### src/rtl/ad4008_pkg.sv
// Shared AD4008 sequencing types and default timing.
// Imported by the conversion controller and the capture side.
package ad4008_pkg;

  typedef enum logic [2:0] {
    ST_IDLE   = 3'd0,
    ST_CONV   = 3'd1,
    ST_QUIET  = 3'd2,
    ST_SCK_HI = 3'd3,
    ST_SCK_LO = 3'd4,
    ST_DONE   = 3'd5
  } ad4008_state_e;

  localparam int AD4008_CLK_DIV      = 2;
  localparam int AD4008_CONV_CYCLES  = 20;
  localparam int AD4008_QUIET_CYCLES = 2;
  localparam int AD4008_NUM_BITS     = 16;

  function automatic int max3(
    input int a,
    input int b,
    input int c
  );
    int m;
    m = (a > b) ? a : b;
    return (m > c) ? m : c;
  endfunction

endpackage

### src/rtl/ad4008_cnv_ctrl_period_timer.sv
// Free-running auto-trigger timer for the AD4008 sequencer.
// Ticks once every i_period cycles; period 0 parks it.
module ad4008_period_timer (
  input  logic        i_clk,
  input  logic        i_rst_n,
  input  logic [15:0] i_period,
  output logic        o_tick
);

  logic [15:0] r_cnt;
  logic        w_en;

  assign w_en   = (i_period != 16'd0);
  // >= so a period lowered under the count fires at once
  assign o_tick = w_en && (r_cnt >= (i_period - 16'd1));

  // count up, reload on tick, hold at zero when disabled
  always_ff @(posedge i_clk or negedge i_rst_n) begin
    if (!i_rst_n)
      r_cnt <= 16'd0;
    else if (!w_en || o_tick)
      r_cnt <= 16'd0;
    else
      r_cnt <= r_cnt + 16'd1;
  end

endmodule

### src/rtl/ad4008_cnv_ctrl.sv
// AD4008 conversion sequencer: CNV pulse, burst SCK,
// data_ready strobe, overrun detect and sample counter.
module ad4008_cnv_ctrl
  import ad4008_pkg::*;
#(
  parameter int CLK_DIV      = AD4008_CLK_DIV,
  parameter int CONV_CYCLES  = AD4008_CONV_CYCLES,
  parameter int QUIET_CYCLES = AD4008_QUIET_CYCLES,
  parameter int NUM_BITS     = AD4008_NUM_BITS
) (
  input  logic        sysclk,
  input  logic        reset,
  input  logic        start,
  input  logic [15:0] period,
  output logic        cnv,
  output logic        sck,
  output logic        busy,
  output logic        data_ready,
  output logic        overrun,
  output logic [15:0] sample_count
);

  localparam int TMAX = max3(CLK_DIV, CONV_CYCLES, QUIET_CYCLES);
  localparam int TW   = $clog2(TMAX) + 1;
  localparam int BW   = $clog2(NUM_BITS) + 1;

  localparam logic [TW-1:0] CONV_LAST  = TW'(CONV_CYCLES - 1);
  localparam logic [TW-1:0] QUIET_LAST = TW'(QUIET_CYCLES - 1);
  localparam logic [TW-1:0] DIV_LAST   = TW'(CLK_DIV - 1);
  localparam logic [BW-1:0] BITS_LAST  = BW'(NUM_BITS - 1);

  ad4008_state_e r_state, w_state_nxt;
  logic [TW-1:0] r_tmr, w_tmr_nxt;
  logic [BW-1:0] r_bit, w_bit_nxt;
  logic          r_cnv, w_cnv_nxt;
  logic          r_sck, w_sck_nxt;
  logic          r_busy;
  logic          r_dr, w_dr_nxt;
  logic          r_ovr, w_ovr_nxt;
  logic [15:0]   r_sample_cnt, w_cnt_nxt;
  logic          w_tick;
  logic          w_trig;

  ad4008_period_timer u_timer (
    .i_clk    (sysclk),
    .i_rst_n  (reset),
    .i_period (period),
    .o_tick   (w_tick)
  );

  assign w_trig = start | w_tick;

  // next state and next registered outputs
  always_comb begin
    w_state_nxt = r_state;
    w_tmr_nxt   = r_tmr;
    w_bit_nxt   = r_bit;
    w_cnv_nxt   = r_cnv;
    w_sck_nxt   = r_sck;
    w_dr_nxt    = 1'b0;
    w_ovr_nxt   = w_trig && (r_state != ST_IDLE);
    w_cnt_nxt   = r_sample_cnt;
    unique case (r_state)
      ST_IDLE: begin
        if (w_trig) begin
          w_state_nxt = ST_CONV;
          w_cnv_nxt   = 1'b1;
          w_tmr_nxt   = '0;
          w_bit_nxt   = '0;
        end
      end
      ST_CONV: begin
        if (r_tmr == CONV_LAST) begin
          w_state_nxt = ST_QUIET;
          w_cnv_nxt   = 1'b0;
          w_tmr_nxt   = '0;
        end else begin
          w_tmr_nxt = r_tmr + 1'b1;
        end
      end
      ST_QUIET: begin
        if (r_tmr == QUIET_LAST) begin
          w_state_nxt = ST_SCK_HI;
          w_sck_nxt   = 1'b1;
          w_tmr_nxt   = '0;
        end else begin
          w_tmr_nxt = r_tmr + 1'b1;
        end
      end
      ST_SCK_HI: begin
        if (r_tmr == DIV_LAST) begin
          w_state_nxt = ST_SCK_LO;
          w_sck_nxt   = 1'b0;
          w_tmr_nxt   = '0;
        end else begin
          w_tmr_nxt = r_tmr + 1'b1;
        end
      end
      ST_SCK_LO: begin
        if (r_tmr == DIV_LAST) begin
          w_tmr_nxt = '0;
          w_bit_nxt = r_bit + 1'b1;
          if (r_bit == BITS_LAST) begin
            w_state_nxt = ST_DONE;
            w_dr_nxt    = 1'b1;
            w_cnt_nxt   = r_sample_cnt + 16'd1;
          end else begin
            w_state_nxt = ST_SCK_HI;
            w_sck_nxt   = 1'b1;
          end
        end else begin
          w_tmr_nxt = r_tmr + 1'b1;
        end
      end
      ST_DONE: begin
        w_state_nxt = ST_IDLE;
      end
      default: begin
        w_state_nxt = ST_IDLE;
        w_cnv_nxt   = 1'b0;
        w_sck_nxt   = 1'b0;
      end
    endcase
  end

  // state, counters and all outputs registered together
  always_ff @(posedge sysclk or negedge reset) begin
    if (!reset) begin
      r_state      <= ST_IDLE;
      r_tmr        <= '0;
      r_bit        <= '0;
      r_cnv        <= 1'b0;
      r_sck        <= 1'b0;
      r_busy       <= 1'b0;
      r_dr         <= 1'b0;
      r_ovr        <= 1'b0;
      r_sample_cnt <= 16'd0;
    end else begin
      r_state      <= w_state_nxt;
      r_tmr        <= w_tmr_nxt;
      r_bit        <= w_bit_nxt;
      r_cnv        <= w_cnv_nxt;
      r_sck        <= w_sck_nxt;
      r_busy       <= (w_state_nxt != ST_IDLE);
      r_dr         <= w_dr_nxt;
      r_ovr        <= w_ovr_nxt;
      r_sample_cnt <= w_cnt_nxt;
    end
  end

  assign cnv          = r_cnv;
  assign sck          = r_sck;
  assign busy         = r_busy;
  assign data_ready   = r_dr;
  assign overrun      = r_ovr;
  assign sample_count = r_sample_cnt;

endmodule
### config.mk
export PLATFORM = sky130hd
export DESIGN_NAME = ad4008_cnv_ctrl
export DESIGN_NICKNAME = d
export VERILOG_FILES = /design/src/rtl/ad4008_pkg.sv /design/src/rtl/ad4008_cnv_ctrl_period_timer.sv /design/src/rtl/ad4008_cnv_ctrl.sv
export SDC_FILE = /design/constraint.sdc
export NUM_CORES = 1
export LEC_CHECK = 0
export ABC_AREA = 0
export CAP_MARGIN = 20
export CORE_MARGIN = 5
export CORE_UTILIZATION = 50
export CTS_BUF_LIST = sky130_fd_sc_hd__clkbuf_8 sky130_fd_sc_hd__clkbuf_16
export CTS_CLUSTER_SIZE = 30
export DETAILED_ROUTE_END_ITERATION = 12
export DONT_BUFFER_PORTS = 1
export PLACE_DENSITY = 0.72
export SLEW_MARGIN = 30
export SYNTH_ARGS = -nofsm -noshare
export SYNTH_HDL_FRONTEND = slang
export SYNTH_SLANG_ARGS = --single-unit
### constraint.sdc
create_clock -name sysclk -period 6.5 [get_ports sysclk]
set_input_delay 0.65 -clock sysclk [delete_from_list [all_inputs] [get_ports sysclk]]
set_output_delay 0.65 -clock sysclk [all_outputs]
set_load 0.05 [all_outputs]
[Word-level counts from Yosys, hierarchy flattened]
Index checks and enable logic that the tools add are counted.
Operators by class
  eq/ne operators: 14
  reductions and logical operators: 18
  add/subtract/negate cells: 5
  magnitude comparators: 1
  bitwise logic cells: 3
  muxes and demuxes: 26
Operators by type and width (number)
  $add 16x1->16 const B: 2
  $mux 3: 6
  $mux 6: 3
  $pmux 6 s3: 1
  $ge 16x16->1: 1
  $mux 16: 1
  $reduce_bool 16->1: 1
  $sub 16x1->16 const B: 1
  $pmux 3 s5: 1
  $ne 2x2->1 const B: 6
  $mux 5: 2
  $pmux 5 s2: 1
  $mux 1: 9
  $reduce_and 3->1: 3
  $reduce_bool 3->1: 3
  $add 6x1->6 const B: 1
  $eq 3x2->1 const B: 2
  $eq 3x3->1 const B: 2
  $eq 6x1->1 const B: 1
  $eq 6x5->1 const B: 1
  $reduce_or 3->1: 2
  $add 5x1->5 const B: 1
  $eq 5x4->1 const B: 1
  $reduce_and 5->1: 1
  12 further kinds: 14
Storage, ports and cells
  logic and storage cells: 77
  register bits: 51
  output and inout port bits: 21
  input bits: 19

[Logic depth before layout (Yosys ltp)]
Gate-level depths: netlist (run 1).
  depth in word-level cells: 7
  depth in mapped cells: 13
  mapped depth without buffers: 13

[Cells and area by module]
A second synthesis (run 1) with hierarchy kept.
Second synthesis, totals
  cells, all modules: 353
  area, all modules: 3308.2 um2
By module, submodules not included
  ad4008_cnv_ctrl: seq. area each 875.8 um2, instances 1, area an instance 1920.6 um2, cells an instance 195
  ad4008_period_timer: seq. area each 400.4 um2, instances 1, area an instance 1387.6 um2, cells an instance 158

[Least setup slack after synthesis (run 1)]
No wires, ideal clock.
  path type: input-to-reg
  from: in period[4]
  to: reg r_tmr[2]
  library setup time: 0.126 ns
  path slack: 2.891 ns
  buffers on the path: 0
  arrival time: 3.483 ns
  data required time: 6.374 ns
  stages: 12
  path through: nor4_1 nor3b_1 and3_1 nand3_1 xor2_1 ha_1 nand4_1 nor3_1 o311ai_1 a311oi_2 nor2_4 a221o_1
Between the ends
  cells in the longest elaborated chain, start to end: 6
  elaborated cells on any way between the ends: 7
  classes of those cells: 1 x add/sub; 1 x order compare; 1 x eq/ne; 1 x bitwise; 3 x reduce/logical
RTL lines
  start: declaration: line ad4008_cnv_ctrl.sv:14  | input logic [15:0] period,
  $sub 16x1->16: line ad4008_cnv_ctrl_period_timer.sv:15  | assign o_tick = w_en && (r_cnt >= (i_period - 16'd1));
  $ge 16x16->1: line ad4008_cnv_ctrl_period_timer.sv:15
  $logic_and 1x1->1 *: line ad4008_cnv_ctrl_period_timer.sv:15
  $or 1x1->1 *: line ad4008_cnv_ctrl.sv:51  | assign w_trig = start | w_tick;
  $ne 2x2->1 (no source line) *
  $reduce_and 2->1 (no source line) *
  end signal: assignment: line ad4008_cnv_ctrl.sv:140  | r_tmr <= w_tmr_nxt;
  end: declaration: line ad4008_cnv_ctrl.sv:33  | logic [TW-1:0] r_tmr, w_tmr_nxt;
Mark *: on every way between the ends. The rest lies on a longest branch, timed or not.
A chain may end at the register's enable or synchronous reset.

[Worst setup path in the final report (run 1)]
Same ends and word-level chain as after synthesis.

==> impl_metrics.toml, run 1 <==
[run_status]
status = "completed"

[global_route]
grt_pass1_wl_um = 10100
grt-ovfl-total = 0
grt_pass1_vias = 2214
grt_max_degree = 52
gr-usage-all-layers_pct = 16.0
antenna_found_initial = 0

[sta]
finalClockSkew_ns = 0.00608
finalSetupTns_ns = 0
tightest_slew_ns = 0.747
rsz0062_at_grt = "false"
hold_viol = 0
setup_viol = 0
fin_crit_ns = 3.91
slew_viol_final = 0
min_period_over_period_pct = 60.1
fmax_ghz = 0.256
relSlewSlack_pct = 49.7

[critical_path]
worstPathArrival_ns = 4.10
required_ns = 6.69
worst_setup_path_end_kind = "flip-flop"
slowest_stage = "nor4_1"
path_cells = "nor4_1 > nor3b_1 > and3_1 > nand3_1 > xor2_1 > ha_1 > nand4_1 > nor3_1 > o311ai_1 > a311oi_2 > nor2_4 > a221o_1"
slowest_delay_ns = 0.65
cp_max_fo = 5
worst_setup_path_start_kind = "input pin"
path_class = "input pin to flip-flop"

[detailed_routing]
num_vias = 2210
first_pass_iters = 4
post_drt_via_cell_ratio = 5.55
postRouteAntennaNets = 0
avgRoutedWirePerCell_um = 14.7
drt_iter0_markers = 98
wirelength_um = 5870
drcViolationCount = 0

[layout]
nets = 365
layout-drive-gt1-share_pct = 6.19
mostFrequentLayoutCell = "dfrtp_1"
seq_area_um2 = 1280
fin_cells = 398
final_core_util_pct = 54.7
final_cell_mix = "dfrtp_1 (51), nor2_1 (39), nand2_1 (28), xnor2_1 (28), ha_1 (24)"
diodes = 0
multi_input_area_um2 = 1780
area.growth.synth_to_final_pct = 5.52
fillCellCount = 559
postLayoutCellArea_um2 = 3280

[synthesis]
synth.avg_cell_area_um2 = 9.71
ys_seq_elements = 51
synth_warnings = 0
synth_cells = 320
async_flop_share_pct = 100
syn-num-nets = 363
synth_cell_types = 51
syn-cell-area_um2 = 3110
synth-main-ff-cell = "dfrtp_1"
yosysSeqAreaShare_pct = 41.1
synth_edf_count = 0

[power_and_ir_drop]
ir_drop_uv = 113
switchingPower_w = 0.000173
p_leak_nw = 1.47
p_clk_share_pct = 30.5
internal_power_w = 0.000465
power_frac_comb_pct = 12.5
p_sw_share_pct = 27.2
pwr-share-seq_pct = 57.0
powerDensity_nw_per_um2 = 195

[cts]
cts_hold_buf = 0
clock_latency_ns = 0.30
htree_levels = 2
cts_made_buffers = 5
cts_sinks = 51
root_buffer = "clkbuf_8"
cts_resized = 0
cts.path.max_buffers = 2
clkSlewWorstSetupHoldPaths_ns = 0.10
post_cts_buffers = 0
cts_tree = "built"

[floorplanning]
ios = 40
initial_utilization_pct = 51.9
die_h_um = 88.8
die_x_um = 88.8
rows = 28
core-area_um2 = 5990
die_area_um2 = 7890

[placement]
place.gp.congestion = 0.765
post-place-cells = 390
port_buffers = 0
dp_hpwl_um = 4480
place_area_um2 = 3180

[worst_hold_path]
hold_class = "input pin to asynchronous set/reset pin"

[job]
cap_violations = 0
==> worst paths after layout <==
check                                            from                           to  slack [ns]  cells past startpoint
max in group asynchronous                       reset         r_tmr[2]$_DFFE_PN0P_        6.37                      0
setup / recovery                            period[4]         r_tmr[2]$_DFFE_PN0P_        2.59                     12
min in group sysclk        u_timer.r_cnt[0]$_DFF_PN0_   u_timer.r_cnt[0]$_DFF_PN0_        0.48                      1
hold reg to reg            u_timer.r_cnt[0]$_DFF_PN0_   u_timer.r_cnt[0]$_DFF_PN0_        0.48                      1
setup reg to reg           u_timer.r_cnt[1]$_DFF_PN0_  u_timer.r_cnt[11]$_DFF_PN0_        3.92                      6
hold / removal                                  reset         r_bit[0]$_DFFE_PN0P_        0.03                      0
==> state kept, by name (all words and copies together) (netlist names), 3 cells and up <==
register,cells
r_bit,5
r_state,3
r_tmr,6
sample_count,16
u_timer.r_cnt,16
==> stage by stage <==
stage	worst slack [ns]	total power [W]	hold WS (ns)
after CTS	2.60	0.000647	0.0130
after detailed placement	2.31	0.000450	0.357
final	2.59	0.000638	0.0269
after global placement	2.44	0.000447	0.357
after floorplan	2.89	0.000430	0.354
after global routing	2.20	0.000677	0.00188
==> power by group through the flow <==
| stage | Sequential, W | Clock, W | Combinational (W) |
|---|---|---|---|
| after floorplan | 0.000363 | 0 | 0.0000671 |
| after global placement | 0.000369 | 0 | 0.0000781 |
| after detailed placement | 0.000369 | 0 | 0.0000808 |
| after CTS | 0.000363 | 0.000203 | 0.0000811 |
| after global routing | 0.000368 | 0.000212 | 0.0000973 |
| final | 0.000364 | 0.000195 | 0.0000799 |
==> kinds of logic (layout without fill, tap and decap cells) <==
group	after synthesis	count (layout)	synth area share, %
simple gates	140	140	23.6
flops	51	51	41.1
xor+xnor	46	46	13.0
compound gates	40	40	9.26
fa+ha+maj	24	24	9.66
buf+inv	14	17	1.77
mux	5	5	1.73
==> critical path, delay by kind of cell <==
| family | cells | cell delay (ns) |
|---|---|---|
| AOI/OAI and AO/OA | 3 | 1.07 |
| xor gates and xnor gates | 1 | 0.16 |
| adders and majority gates | 1 | 0.30 |
| and+or+nand+nor | 7 | 1.92 |
==> synthesized netlist by cell type (3+ instances only) <==
| cell type | number | area, um^2 |
|---|---|---|
| o21a_1 | 3 | 22.5 |
| nor2_1 | 39 | 146 |
| nand4_1 | 9 | 56.3 |
| a21oi_1 | 10 | 50.1 |
| o21ai_0 | 3 | 15.0 |
| nand3_1 | 16 | 80.1 |
| and3_1 | 8 | 50.1 |
| xnor2_1 | 28 | 245 |
| inv_1 | 9 | 33.8 |
| nand2_1 | 28 | 105 |
| clkbuf_1 | 3 | 11.3 |
| mux2_2 | 3 | 33.8 |
| nor2b_1 | 6 | 37.5 |
| a211o_1 | 3 | 26.3 |
| ha_1 | 24 | 300 |
| xor2_1 | 18 | 158 |
| o22ai_1 | 4 | 25.0 |
| nor4_1 | 4 | 25.0 |
| nor3b_1 | 4 | 30.0 |
| nor3_1 | 11 | 55.1 |
| dfrtp_1 | 51 | 1280 |
==> area by class of cell <==
cell class | instances | area share (%)
Multi-Input combinational cell | 255 | 54.2
Sequential cell | 51 | 38.9
Tap cell | 75 | 2.86
Clock buffer | 6 | 2.52
Inverter | 9 | 1.03
Clock inverter | 2 | 0.496
==> metal layers <==
| layer | up-vias | global-route usage (%) | wire (um) |
|---|---|---|---|
| met1 | 1044 | 21.3 | 2720 |
| met5 | - | 0 | 0 |
| met2 | 32 | 26.9 | 2930 |
| li1 | 1129 | - | - |
| met3 | 5 | 3.45 | 184 |
| met4 | 0 | 3.71 | 43 |
No activity file was read; power rests on OpenSTA's default activity.
==> run 2: changes to the inputs <==
--- a/config.mk
+++ b/config.mk
@@ -5,7 +5,7 @@
 export SDC_FILE = /design/constraint.sdc
 export NUM_CORES = 1
 export LEC_CHECK = 0
-export ABC_AREA = 0
+export ABC_AREA = 1
 export CAP_MARGIN = 20
 export CORE_MARGIN = 5
 export CORE_UTILIZATION = 50
@@ -13,7 +13,7 @@
 export CTS_CLUSTER_SIZE = 30
 export DETAILED_ROUTE_END_ITERATION = 12
 export DONT_BUFFER_PORTS = 1
-export PLACE_DENSITY = 0.72
+export PLACE_DENSITY = 0.75
 export SLEW_MARGIN = 30
 export SYNTH_ARGS = -nofsm -noshare
 export SYNTH_HDL_FRONTEND = slang
==> constraint.sdc (replaced) <==
create_clock -name sysclk -period 3.4 [get_ports sysclk]
set_input_delay 0.34 -clock sysclk [delete_from_list [all_inputs] [get_ports sysclk]]
set_output_delay 0.34 -clock sysclk [all_outputs]
set_load 0.05 [all_outputs]
==> run 2 against run 1 <==
Compared with the run above:
- synthesized cell count rose by 41%
- first-iteration DRC count rose by 17%
- wire length rose by 16%
- area after synthesis rose by 9.8%
- flip-flop and latch count did not move
- largest power group unchanged
- clock power rose by 100%
- core utilization fell by 0.29 points
- critical endpoint is now r_tmr[4]$_DFFE_PN0P_
- hold slack improved by 0.23 ns
==> impl_metrics.toml, run 2 <==
[run_status]
status = "completed"

[global_route]
gr-usage-all-layers_pct = 16.5
grt_max_degree = 52
grt_pass1_wl_um = 11700
antenna_found_initial = 0
grt-ovfl-total = 0
grt_pass1_vias = 2771

[cts]
cts_tree = "built"
cts_sinks = 51
htree_levels = 2
clock_latency_ns = 0.30
cts_resized = 0
root_buffer = "clkbuf_8"
cts_made_buffers = 5
cts.path.max_buffers = 2
clkSlewWorstSetupHoldPaths_ns = 0.09

[sta]
min_period_over_period_pct = 81.2
finalClockSkew_ns = 0.00412
worst_slack_ns = 0.639
setup_viol = 0
finalSetupTns_ns = 0
slew_viol_final = 0
rsz0062_at_grt = "false"
fin_crit_ns = 2.76
tightest_slew_ns = 0.603
relSlewSlack_pct = 59.8
hold_viol = 0
fmax_ghz = 0.362

[floorplanning]
die_x_um = 92.6
die_area_um2 = 8580
initial_utilization_pct = 50.8
core-area_um2 = 6720
die_h_um = 92.6
ios = 40
rows = 30

[critical_path]
rr_worst_depth = 10
slowest_stage = "nor4_2"
rrSetupSlack_ns = 1.35
r2r-start = "u_timer.r_cnt[11]$_DFF_PN0_"
cp_common_cell = "nand2_1"
timing.rr.end = "r_tmr[4]$_DFFE_PN0P_"
worstPathArrival_ns = 3.01
path_class = "input pin to flip-flop"
required_ns = 3.65
worstSetupEndpoint = "r_tmr[4]$_DFFE_PN0P_"
path_cells = "inv_1 > nand3_1 > nor4_2 > nand3_1 > nor2_1 > xor2_1 > ha_1 > nand2_1 > inv_1 > nor2_1 > o21ai_0 > a21oi_1 > nand2_1 > nand2_1 > nand3_1 > nand2_1 > nand2_1 > nand2_1"
worst_setup_path_start_kind = "input pin"
worst_setup_path_end_kind = "flip-flop"
cp_max_fo = 7
slowest_delay_ns = 0.32
startpoint = "period[0]"

[power_and_ir_drop]
powerDensity_nw_per_um2 = 501
p_leak_nw = 2.00
power_frac_comb_pct = 30.5
totalPowerFinal_w = 0.00183
pwr-share-seq_pct = 48.0
p_sw_share_pct = 39.3
ir_drop_uv = 238
p_clk_share_pct = 21.5
switchingPower_w = 0.000720
internal_power_w = 0.00111

[layout]
nets = 502
fin_cells = 540
fillCellCount = 634
mostFrequentLayoutCell = "nand2_1"
layout-drive-gt1-share_pct = 6.52
final_core_util_pct = 54.5
final_cell_mix = "nand2_1 (109), inv_1 (74), dfrtp_1 (51)"
diodes = 0
area.growth.synth_to_final_pct = 7.18

[synthesis]
synthTopCellsByCount = "nand2_1 (109), inv_1 (74), dfrtp_1 (51)"
ys_seq_elements = 51
post-synth-top-count-cell = "nand2_1"
synth_top_cell_by_area = "dfrtp_1"
syn-num-nets = 493
synth_cells = 450
synth_top_area_share_pct = 37.4
yosysSeqAreaShare_pct = 37.4
async_flop_share_pct = 100
synth_warnings = 0
synthTopCellsByArea = "dfrtp_1 (37%), nand2_1 (12%), ha_1 (8.8%)"
synth-main-ff-cell = "dfrtp_1"
synth_edf_count = 0
syn-cell-area_um2 = 3410
synth.avg_cell_area_um2 = 7.59
synth_cell_types = 32

[placement]
pre_cts_slack_ns = 0.377
post-place-cells = 530
place.gp.congestion = 0.860
port_buffers = 0
dp_hpwl_um = 5400

[worst_hold_path]
hold_class = "input pin to flip-flop"

[detailed_routing]
first_pass_iters = 4
drt_iter0_markers = 115
post_drt_via_cell_ratio = 5.17
avgRoutedWirePerCell_um = 12.6
postRouteAntennaNets = 0
drcViolationCount = 0
num_vias = 2790
wirelength_um = 6800

[job]
cap_violations = 0
-- run 2: changes by cell type in the layout (fill, tap and decap cells not counted), sizes merged, moves of 6 or more --
cell | previous run | this run
and3 | 8 | 2
inv | 9 | 81
o21ai | 3 | 15
nand2 | 28 | 112
xnor2 | 28 | 9
xor2 | 18 | 24
nor2 | 42 | 55
nor2b | 6 | 0
-- run 2: kinds of logic (layout without fill, tap and decap cells) --
logic type      count (synthesis)  in the layout  share of synthesized area, %
simple gates                  220            220                          29.8
buf+inv                        83             93                          9.16
flops                          51             51                          37.4
compound gates                 39             39                          6.34
xor+xnor                       33             33                          8.47
fa+ha+maj                      24             24                          8.80
-- run 2: repair_timing --
item,in CTS,in global routing
hold endpoints to repair,51,0
setup buffers,0,0
hold buffers,2,0
-- run 2: final cells by class --
type                    count  area [um^2]  share of cell area [%]
inverters                  82          309                    8.45
flip-flops and latches     51         1280                    34.9
repair buffers              3         45.0                    1.23
clock inverters             1         7.51                   0.205
clock buffers               7         96.3                    2.63
well taps                  80          100                    2.74
multi-input cells         316         1820                    49.9
-- run 2: critical path: cells and delay by family --
kind,cells,cell delay [ns]
xor gates and xnor gates,1,0.23
buffers and inverters,2,0.15
AOI/OAI and AO/OA,2,0.26
and+or+nand+nor,12,1.76
adders and majority gates,1,0.28
-- run 2: metrics by stage --
step	hold slack (ns)	cell area, um^2
6_report	0.260	3660
4_1_cts	0.254	3660
3_3_place_gp	0.0459	3520
5_1_grt	0.266	3660
2_1_floorplan	0.0444	3410
3_5_place_dp	0.0459	3520
-- run 2: worst min-delay path by stage --
stage	startpoint	end	slack (ns)	cells past startpoint
floorplan	reset	busy$_DFF_PN0_	0.04	0
global placement	reset	r_state[1]$_DFF_PN0_	0.05	0
detailed placement	reset	r_state[1]$_DFF_PN0_	0.05	0
CTS	start	overrun$_DFF_PN0_	0.25	2
global route	start	overrun$_DFF_PN0_	0.27	2
finish	start	overrun$_DFF_PN0_	0.26	2
-- run 2: metal layers --
layer | global-route usage [%] | vias to the layer above | wire [um]
met2 | 29.4 | 47 | 3330
met1 | 20.3 | 1286 | 3090
met4 | 4.76 | 0 | 104
met3 | 3.09 | 10 | 280
li1 | - | 1447 | -
met5 | 0 | - | 0
-- run 2: power by group through the flow --
stage	clock [W]	sequential [W]	combinational, W
after global placement	0	0.000886	0.000514
after detailed placement	0	0.000891	0.000545
after CTS	0.000397	0.000880	0.000566
final	0.000393	0.000879	0.000559
after global routing	0.000417	0.000896	0.000658
after floorplan	0	0.000856	0.000447
